## config.mk

```make
export PLATFORM = sky130hd
export DESIGN_NAME = present_cipher_core_flat
export DESIGN_NICKNAME = d
export VERILOG_FILES = /design/src/rtl/present_cipher_core_if.sv /design/src/rtl/present_cipher_core.sv /design/src/flat_wrapper.sv
export SDC_FILE = /design/constraint.sdc
export NUM_CORES = 1
export LEC_CHECK = 0
export CORE_MARGIN = 3
export CORE_UTILIZATION = 65
export CTS_BUF_LIST = sky130_fd_sc_hd__clkbuf_16
export CTS_CLUSTER_SIZE = 40
export DETAILED_ROUTE_END_ITERATION = 8
export DONT_BUFFER_PORTS = 1
export PLACE_DENSITY = 0.81
export SLEW_MARGIN = 10
export SYNTH_ARGS = -nofsm -noshare
export SYNTH_HDL_FRONTEND = slang
export SYNTH_SLANG_ARGS = --single-unit
```

## constraint.sdc

```tcl
create_clock -name inClk -period 5.9 [get_ports inClk]
set_clock_uncertainty 0.05 [all_clocks]
set_input_delay 1.475 -clock inClk [delete_from_list [all_inputs] [get_ports inClk]]
set_output_delay 1.475 -clock inClk [all_outputs]
set_load 0.1 [all_outputs]
```

## src/rtl/present_cipher_core_if.sv

```systemverilog
// Handshake bundle between the PRESENT core and its host: key load, data in, result out.
interface present_cipher_core_if #(
  parameter int unsigned KEY_WIDTH = 80
);
  logic                 inKeyWr;
  logic [KEY_WIDTH-1:0] inKeyData;
  logic                 outKeyReady;
  logic                 inDataValid;
  logic                 outDataReady;
  logic                 inMode;
  logic [63:0]          inData;
  logic                 outResValid;
  logic                 inResReady;
  logic [63:0]          outResData;
  logic                 outBusy;

  modport master (
    output inKeyWr, inKeyData, inDataValid, inMode, inData, inResReady,
    input  outKeyReady, outDataReady, outResValid, outResData, outBusy
  );

  modport slave (
    input  inKeyWr, inKeyData, inDataValid, inMode, inData, inResReady,
    output outKeyReady, outDataReady, outResValid, outResData, outBusy
  );
endinterface

```

## src/rtl/present_cipher_core.sv

```systemverilog
// Iterative PRESENT-80/128 core, one round per clock, encrypt or decrypt per block.
// The expanded final round key is cached so decryption can run the schedule backwards.
module present_cipher_core #(
  parameter int unsigned KEY_WIDTH = 80,
  parameter int unsigned ROUNDS    = 31
) (
  input logic                  inClk,
  input logic                  inRstN,
  present_cipher_core_if.slave bus
);

  if (!(KEY_WIDTH == 80 || KEY_WIDTH == 128)) begin : g_bad_key_width
    $error("present_cipher_core: KEY_WIDTH must be 80 or 128");
  end
  if (ROUNDS < 1 || ROUNDS > 31) begin : g_bad_rounds
    $error("present_cipher_core: ROUNDS must be in 1..31");
  end

  localparam int unsigned XOR_LO   = (KEY_WIDTH == 128) ? 62 : 15;
  localparam logic [4:0]  LAST_RND = 5'(ROUNDS);

  typedef enum logic [1:0] {IDLE, KEY_EXP, RUN, DONE} state_e;

  function automatic logic [3:0] sbox(input logic [3:0] x);
    logic [3:0] y;
    y = '0;
    case (x)
      4'h0: y = 4'hC; 4'h1: y = 4'h5; 4'h2: y = 4'h6; 4'h3: y = 4'hB;
      4'h4: y = 4'h9; 4'h5: y = 4'h0; 4'h6: y = 4'hA; 4'h7: y = 4'hD;
      4'h8: y = 4'h3; 4'h9: y = 4'hE; 4'hA: y = 4'hF; 4'hB: y = 4'h8;
      4'hC: y = 4'h4; 4'hD: y = 4'h7; 4'hE: y = 4'h1; 4'hF: y = 4'h2;
    endcase
    return y;
  endfunction

  function automatic logic [3:0] sbox_inv(input logic [3:0] x);
    logic [3:0] y;
    y = '0;
    case (x)
      4'h0: y = 4'h5; 4'h1: y = 4'hE; 4'h2: y = 4'hF; 4'h3: y = 4'h8;
      4'h4: y = 4'hC; 4'h5: y = 4'h1; 4'h6: y = 4'h2; 4'h7: y = 4'hD;
      4'h8: y = 4'hB; 4'h9: y = 4'h4; 4'hA: y = 4'h6; 4'hB: y = 4'h3;
      4'hC: y = 4'h0; 4'hD: y = 4'h7; 4'hE: y = 4'h9; 4'hF: y = 4'hA;
    endcase
    return y;
  endfunction

  function automatic logic [63:0] s_layer(input logic [63:0] s);
    logic [63:0] o;
    o = '0;
    for (int unsigned n = 0; n < 16; n++) o[4*n +: 4] = sbox(s[4*n +: 4]);
    return o;
  endfunction

  function automatic logic [63:0] s_layer_inv(input logic [63:0] s);
    logic [63:0] o;
    o = '0;
    for (int unsigned n = 0; n < 16; n++) o[4*n +: 4] = sbox_inv(s[4*n +: 4]);
    return o;
  endfunction

  // Bit b moves to 16*b mod 63; bit 63 is a fixed point.
  function automatic logic [63:0] p_layer(input logic [63:0] s);
    logic [63:0] o;
    o = '0;
    for (int unsigned b = 0; b < 63; b++) o[6'((b * 16) % 63)] = s[b];
    o[63] = s[63];
    return o;
  endfunction

  function automatic logic [63:0] p_layer_inv(input logic [63:0] s);
    logic [63:0] o;
    o = '0;
    for (int unsigned b = 0; b < 63; b++) o[b] = s[6'((b * 16) % 63)];
    o[63] = s[63];
    return o;
  endfunction

  function automatic logic [KEY_WIDTH-1:0] key_fwd(input logic [KEY_WIDTH-1:0] k,
                                                    input logic [4:0] i);
    logic [KEY_WIDTH-1:0] r;
    r = {k[KEY_WIDTH-62:0], k[KEY_WIDTH-1:KEY_WIDTH-61]};
    r[KEY_WIDTH-1 -: 4] = sbox(r[KEY_WIDTH-1 -: 4]);
    if (KEY_WIDTH == 128) r[KEY_WIDTH-5 -: 4] = sbox(r[KEY_WIDTH-5 -: 4]);
    r[XOR_LO +: 5] = r[XOR_LO +: 5] ^ i;
    return r;
  endfunction

  function automatic logic [KEY_WIDTH-1:0] key_inv(input logic [KEY_WIDTH-1:0] k,
                                                    input logic [4:0] i);
    logic [KEY_WIDTH-1:0] r;
    r = k;
    r[XOR_LO +: 5] = r[XOR_LO +: 5] ^ i;
    r[KEY_WIDTH-1 -: 4] = sbox_inv(r[KEY_WIDTH-1 -: 4]);
    if (KEY_WIDTH == 128) r[KEY_WIDTH-5 -: 4] = sbox_inv(r[KEY_WIDTH-5 -: 4]);
    return {r[60:0], r[KEY_WIDTH-1:61]};
  endfunction

  state_e               state_q;
  logic [KEY_WIDTH-1:0] k1_q, last_q, rk_q;
  logic [63:0]          st_q, res_q;
  logic [4:0]           cnt_q;
  logic                 mode_q, key_rdy_q, res_vld_q, busy_q;

  logic [KEY_WIDTH-1:0] key_fwd_d, key_inv_d;
  logic [63:0]          st_enc_d, st_dec_d;
  logic                 data_rdy, accept;

  always_comb begin
    key_fwd_d = key_fwd(rk_q, cnt_q);
    key_inv_d = key_inv(rk_q, cnt_q);
    st_enc_d  = p_layer(s_layer(st_q ^ rk_q[KEY_WIDTH-1 -: 64]));
    st_dec_d  = s_layer_inv(p_layer_inv(st_q)) ^ key_inv_d[KEY_WIDTH-1 -: 64];
  end

  assign data_rdy = (state_q == IDLE) && key_rdy_q && !bus.inKeyWr;
  assign accept   = bus.inDataValid && data_rdy;

  always_ff @(posedge inClk or negedge inRstN) begin
    if (!inRstN) begin
      state_q   <= IDLE;
      k1_q      <= '0;
      last_q    <= '0;
      rk_q      <= '0;
      st_q      <= '0;
      res_q     <= '0;
      cnt_q     <= '0;
      mode_q    <= 1'b0;
      key_rdy_q <= 1'b0;
      res_vld_q <= 1'b0;
      busy_q    <= 1'b0;
    end else begin
      case (state_q)
        IDLE: begin
          if (bus.inKeyWr) begin
            rk_q      <= bus.inKeyData;
            k1_q      <= bus.inKeyData;
            key_rdy_q <= 1'b0;
            cnt_q     <= 5'd1;
            busy_q    <= 1'b1;
            state_q   <= KEY_EXP;
          end else if (accept) begin
            mode_q  <= bus.inMode;
            busy_q  <= 1'b1;
            state_q <= RUN;
            if (bus.inMode) begin
              st_q  <= bus.inData ^ last_q[KEY_WIDTH-1 -: 64];
              rk_q  <= last_q;
              cnt_q <= LAST_RND;
            end else begin
              st_q  <= bus.inData;
              rk_q  <= k1_q;
              cnt_q <= 5'd1;
            end
          end
        end
        KEY_EXP: begin
          rk_q <= key_fwd_d;
          if (cnt_q == LAST_RND) begin
            last_q    <= key_fwd_d;
            key_rdy_q <= 1'b1;
            busy_q    <= 1'b0;
            cnt_q     <= '0;
            state_q   <= IDLE;
          end else begin
            cnt_q <= cnt_q + 5'd1;
          end
        end
        RUN: begin
          // Encrypt counts up through the schedule; decrypt walks it back down.
          if (!mode_q) begin
            st_q <= st_enc_d;
            rk_q <= key_fwd_d;
            if (cnt_q == LAST_RND) begin
              res_q     <= st_enc_d ^ key_fwd_d[KEY_WIDTH-1 -: 64];
              res_vld_q <= 1'b1;
              state_q   <= DONE;
            end else begin
              cnt_q <= cnt_q + 5'd1;
            end
          end else begin
            st_q <= st_dec_d;
            rk_q <= key_inv_d;
            if (cnt_q == 5'd1) begin
              res_q     <= st_dec_d;
              res_vld_q <= 1'b1;
              state_q   <= DONE;
            end else begin
              cnt_q <= cnt_q - 5'd1;
            end
          end
        end
        DONE: begin
          if (bus.inResReady) begin
            res_vld_q <= 1'b0;
            busy_q    <= 1'b0;
            cnt_q     <= '0;
            state_q   <= IDLE;
          end
        end
      endcase
    end
  end

  assign bus.outKeyReady  = key_rdy_q;
  assign bus.outDataReady = data_rdy;
  assign bus.outResValid  = res_vld_q;
  assign bus.outResData   = res_q;
  assign bus.outBusy      = busy_q;

endmodule
```

## src/flat_wrapper.sv

```systemverilog
// flat-port wrapper written by rule: the top's interface ports become plain ports
module present_cipher_core_flat 
#(
  parameter int unsigned KEY_WIDTH = 80,
  parameter int unsigned ROUNDS    = 31
)
  (inClk, inRstN, bus_inKeyWr, bus_inKeyData, bus_inDataValid, bus_inMode, bus_inData, bus_inResReady, bus_outKeyReady, bus_outDataReady, bus_outResValid, bus_outResData, bus_outBusy);
  present_cipher_core_if #(.KEY_WIDTH(KEY_WIDTH)) bus_i ();
  input logic inClk;
  input logic inRstN;
  input wire logic [$bits(bus_i.inKeyWr)-1:0] bus_inKeyWr;
  input wire logic [$bits(bus_i.inKeyData)-1:0] bus_inKeyData;
  input wire logic [$bits(bus_i.inDataValid)-1:0] bus_inDataValid;
  input wire logic [$bits(bus_i.inMode)-1:0] bus_inMode;
  input wire logic [$bits(bus_i.inData)-1:0] bus_inData;
  input wire logic [$bits(bus_i.inResReady)-1:0] bus_inResReady;
  output wire logic [$bits(bus_i.outKeyReady)-1:0] bus_outKeyReady;
  output wire logic [$bits(bus_i.outDataReady)-1:0] bus_outDataReady;
  output wire logic [$bits(bus_i.outResValid)-1:0] bus_outResValid;
  output wire logic [$bits(bus_i.outResData)-1:0] bus_outResData;
  output wire logic [$bits(bus_i.outBusy)-1:0] bus_outBusy;
  assign bus_i.inKeyWr = bus_inKeyWr;
  assign bus_i.inKeyData = bus_inKeyData;
  assign bus_i.inDataValid = bus_inDataValid;
  assign bus_i.inMode = bus_inMode;
  assign bus_i.inData = bus_inData;
  assign bus_i.inResReady = bus_inResReady;
  assign bus_outKeyReady = bus_i.outKeyReady;
  assign bus_outDataReady = bus_i.outDataReady;
  assign bus_outResValid = bus_i.outResValid;
  assign bus_outResData = bus_i.outResData;
  assign bus_outBusy = bus_i.outBusy;
  present_cipher_core #(.KEY_WIDTH(KEY_WIDTH), .ROUNDS(ROUNDS)) u_core (.inClk(inClk), .inRstN(inRstN), .bus(bus_i));
endmodule
```

### Yosys cells after proc, flatten, opt, wreduce, memory -nomap -nowiden

Memory sizes are Yosys's and may differ from the RTL's.
Index checks and enable logic that the tools add are counted.

* flip-flop bits (word level): 379
* memory bits (read-only): 2176
* input bits: 150
* output and inout bits: 68
* word-level logic and storage cells: 133
* memories: 34

Memories
* (no name shown): words 16, width 4, read ports 1, clocked after Yosys merged registers in 0, wr ports 0, RTL line present_cipher_core.sv:27 `case (x)`
* (no name shown): words 16, width 4, read ports 1, clocked after Yosys merged registers in 0, wr ports 0, RTL line present_cipher_core.sv:39 `case (x)`
* (no name shown): words 16, width 4, read ports 1, clocked after Yosys merged registers in 0, wr ports 0, RTL line present_cipher_core.sv:27
* (no name shown): words 16, width 4, read ports 1, clocked after Yosys merged registers in 0, wr ports 0, RTL line present_cipher_core.sv:27
* (no name shown): words 16, width 4, read ports 1, clocked after Yosys merged registers in 0, wr ports 0, RTL line present_cipher_core.sv:27
* (no name shown): words 16, width 4, read ports 1, clocked after Yosys merged registers in 0, wr ports 0, RTL line present_cipher_core.sv:27
* +28 memories

* $add $sub $neg: 2
* equality and inequality tests: 16
* multiplexer cells: 41
* bitwise operators: 7
* reductions and logical operators: 22

Operators by type and width (number)
* 64-bit 2-to-1 mux: 7
* 80-bit 2-to-1 mux: 4
* 64-bit bitwise XOR: 4
* 80-bit one-hot mux with 3 select lines: 1
* 64-bit one-hot mux with 2 select lines: 1
* 5-bit 2-to-1 mux: 8
* 5-bit one-hot mux with 4 select lines: 1
* 2-bit 2-to-1 mux: 7
* 3-bit AND reduction: 4
* 4-bit AND reduction: 3
* 5-bit bitwise XOR: 2
* 1-bit 2-to-1 mux: 8
* 2-bit inequality test, second input constant: 4
* 2-bit one-hot mux with 4 select lines: 1
* 2-bit nonzero test: 4
* 3-bit by 2-bit inequality test with 1-bit output, second input constant: 2
* 3-bit inequality test, second input constant: 2
* 2-bit AND reduction: 3
* 3-bit nonzero test: 2
* 5-bit by 1-bit adder with 5-bit output, second input constant: 1
* 5-bit by 1-bit == test with 1-bit output, second input constant: 1
* 5-bit == test, second input constant: 1
* 5-bit AND reduction: 1
* 5-bit by 1-bit subtractor with 5-bit output, second input constant: 1
* 10 further kinds: 15

### Depth between registers and ports, before layout

* word-level depth: 7
* gate-level depth with buffers: 10
* depth with buffers taken out: 9

### Worst setup path before layout

No wires, ideal clock.

* path type: input to output
* start point: in bus_inKeyWr
* end point: out bus_outDataReady
* arrival time: 2509 ps
* data required time: 4375 ps
* slack: 1866 ps
* stages on the path: 3
* cell sequence: buf_2 -> nor2b_1 -> and2_1

* longest elaborated chain between the ends: 2

RTL lines
* start: declaration: RTL line flat_wrapper.sv:11 `input wire logic [$bits(bus_i.inKeyWr)-1:0] bus_inKeyWr;`
* 1-bit logical NOT: RTL line present_cipher_core.sv:116 `assign data_rdy = (state_q == IDLE) && key_rdy_q && !bus.inKeyWr;`
* 1-bit logical AND: RTL line present_cipher_core.sv:116
* end: declaration: RTL line flat_wrapper.sv:18 `output wire logic [$bits(bus_i.outDataReady)-1:0] bus_outDataReady;`

No other way between the ends.

### Worst setup path after layout

* start point: reg u_core.key_rdy_q, in the netlist u_core.bus.outKeyReady
* end point: out bus_outDataReady

* longest elaborated chain between the ends: 2

RTL lines
* start: declaration: RTL line present_cipher_core.sv:103 `logic mode_q, key_rdy_q, res_vld_q, busy_q;`
* start signal: assignment: RTL line present_cipher_core.sv:129 `key_rdy_q <= 1'b0;`
* start signal: assignment: RTL line present_cipher_core.sv:138 `key_rdy_q <= 1'b0;`
* start signal: assignment: RTL line present_cipher_core.sv:161 `key_rdy_q <= 1'b1;`
* 1-bit logical AND (2 in a row): RTL line present_cipher_core.sv:116

No other way between the ends.

==> metrics <==
status=finished, violations left; violated checks=slew limit; number of global-route vias before repair=22900; number of synthesized flops with an enable pin=0; Max transition margin=-11.2%; Crit Path Category=flop to output pin; synth top area cells=dfrtp_1, ha_1, mux2_2; WL/cell=31.5 µm; Row Count=76; Slew @ Worst Pin=1.67 ns; Yosys top cell area share=33.3%; DP Area=28400 µm²; die span in y=215 µm; Hold-fix buffers, CTS=0; Antenna Cells=0; CP endpoint kind=output pin; Syn Nets=3312; Hold EP=u_core.last_q[57]; Multi-input gate area=17300 µm²; Filler Cell Count=3345; Hold Crit Depth=2; Root Buffer=clkbuf_16; Reg2Reg Capture Point=u_core.rk_q[42]; R2R Path Start=u_core.state_q[0]; Final nets=3122; met1 usage=58.6%; Clock H-tree levels=2; GR Util met3=20.6%; post_cts resized=0; RSZ-0062 raised after global routing=no; met2 Track Usage GR=63.0%; stages on the worst setup path=1; Largest delay share family, worst path=flip-flops; post-synthesis sequential area ratio=33.3%; Die W=215 µm; clk buf depth=3; most frequent cells in the layout=dfrtp_1, nand2_1, ha_1; Worst Reg-to-Reg Cells=7; Core Area=43200 µm²; Max stage delay on crit path=1.00 ns; Sum Neg Setup Slack=0 ns; share of cells above drive strength 1=13.6%; min-delay src=u_core.last_q[57]; CP cell instances=and2_1; FF+latch area=9490 µm²; Setup Viol. Count Final=0; Final period util=68.3%; arrival time worst endpoint=2.50 ns; clock tree from TritonCTS=built; Avg Vias per Cell=7.07; antenna violations before repair=5; Initial Util=65.9%; GRT Util Overall=45.4%; Syn Area/Cell=9.60 µm²; Routed WL=107 mm; critical path's slowest cell=dfrtp_1; final design instance area without fill=29800 µm²; grt ovf=0; First-pass DRT Iterations=8; Slew Viols, Final=91; Final Hold Viols=0; Distinct cells, synth=80; CTS sink cnt=379; synthesized area=28500 µm²; global routing's busiest layer=met2; crit path buf inv count=0; Async SR Flop Fraction=100%; Synth Flop Type=dfrtp_1; CP startpoint kind=flop; post-route ant nets=0; worst min path class=flop to flop; PortBufs=0; Yosys reg bits=379; commonest non-fill, non-tap cell in the layout=dfrtp_1; Clock transition at path regs=0.07 ns; Layout area overhead=4.59%; Worst Path Required=4.38 ns; Max Clock Freq=0.248 GHz; cts bufs inserted=45; Period minus WS final=4.03 ns; worst-skew pair later-pin latency=0.62 ns; Max Cap Viol=0; yosys warns=0; Setup Fix Bufs, Post-CTS=0; flop2flop setup slack=2.08 ns; Residual DRC=0; Iteration-0 DRC Markers=3672; detailed-route via count=24000; crit-path max FO=6; Synth Instances=2965; post-detail-place hpwl=76.7 mm; Final Wtd Congestion=1.10; total I/O pin count=218; largest net degree at the start of global routing=380; area of the die=46300 µm²; leading area contributor after synthesis=dfrtp_1; first-pass GRT wire length=155 mm
==> worst max path at each step <==
stage / start / slack [ns] / to
after floorplan: bus_inKeyWr / 1.87 / bus_outDataReady
after global placement: bus_inKeyWr / 1.97 / bus_outDataReady
after detailed placement: bus_inKeyWr / 1.95 / bus_outDataReady
after CTS: u_core.bus.outKeyReady / 1.86 / bus_outDataReady
after global routing: u_core.bus.outKeyReady / 1.81 / bus_outDataReady
final: u_core.bus.outKeyReady / 1.87 / bus_outDataReady
==> per-layer routing <==
metal	wire, µm	vias to the layer above
met5	46	-
met4	7850	8
met3	17600	337
met2	43100	1646
met1	38400	11800
li1	-	10200
==> stage by stage <==
| stage | setup slack [ns] | util (%) | instances | hold WS (ns) |
|---|---|---|---|---|
| 6_report | 1.87 | 69.0 | 3396 | 0.440 |
| 2_1_floorplan | 1.87 | - | 2965 | 0.400 |
| 5_1_grt | 1.81 | 69.0 | 3396 | 0.463 |
| 3_5_place_dp | 1.95 | 65.7 | 3313 | 0.425 |
| 3_3_place_gp | 1.97 | 65.7 | 3313 | 0.416 |
| 4_1_cts | 1.86 | 69.0 | 3396 | 0.438 |
==> registers in the layout, indices dropped and copies added, names as in the netlist <==
name                    flops
u_core.last_q              80
u_core.state_q              2
u_core.st_q                64
u_core.bus.outKeyReady      1
u_core.k1_q                80
u_core.cnt_q                5
u_core.mode_q               1
u_core.rk_q                80
u_core.bus.outResData      64
u_core.bus.outResValid      1
u_core.bus.outBusy          1
==> Yosys cell counts (all sizes together) (78+ instances only) <==
cell type / n
o31ai: 85
mux2i: 112
inv: 144
buf: 120
xnor2: 131
nand2: 261
a211oi: 122
nor2: 169
clkbuf: 150
ha: 197
mux2: 179
dfrtp: 379
xor2: 133
a221oi: 78
a21oi: 169
o21ai: 81
==> kinds of logic after synthesis <==
family	share of synthesized area (%)
fa+ha+maj	8.66
simple gates	10.9
buf+inv	6.00
xor+xnor	9.09
mux	14.8
flops	33.3
compound gates	17.2
==> layout make-up <==
class / count / share of cell area (%)
flip-flops and latches: 379 / 31.9
clock buffers: 45 / 3.78
multi-input cells: 2172 / 58.3
well taps: 585 / 2.46
inverters: 144 / 1.82
repair buffers: 33 / 0.874
clock inverters: 38 / 0.929
Power is left out: the tool's default activity adds up to more than one toggle a clock period on the data nets, which glitch-free logic cannot reach.
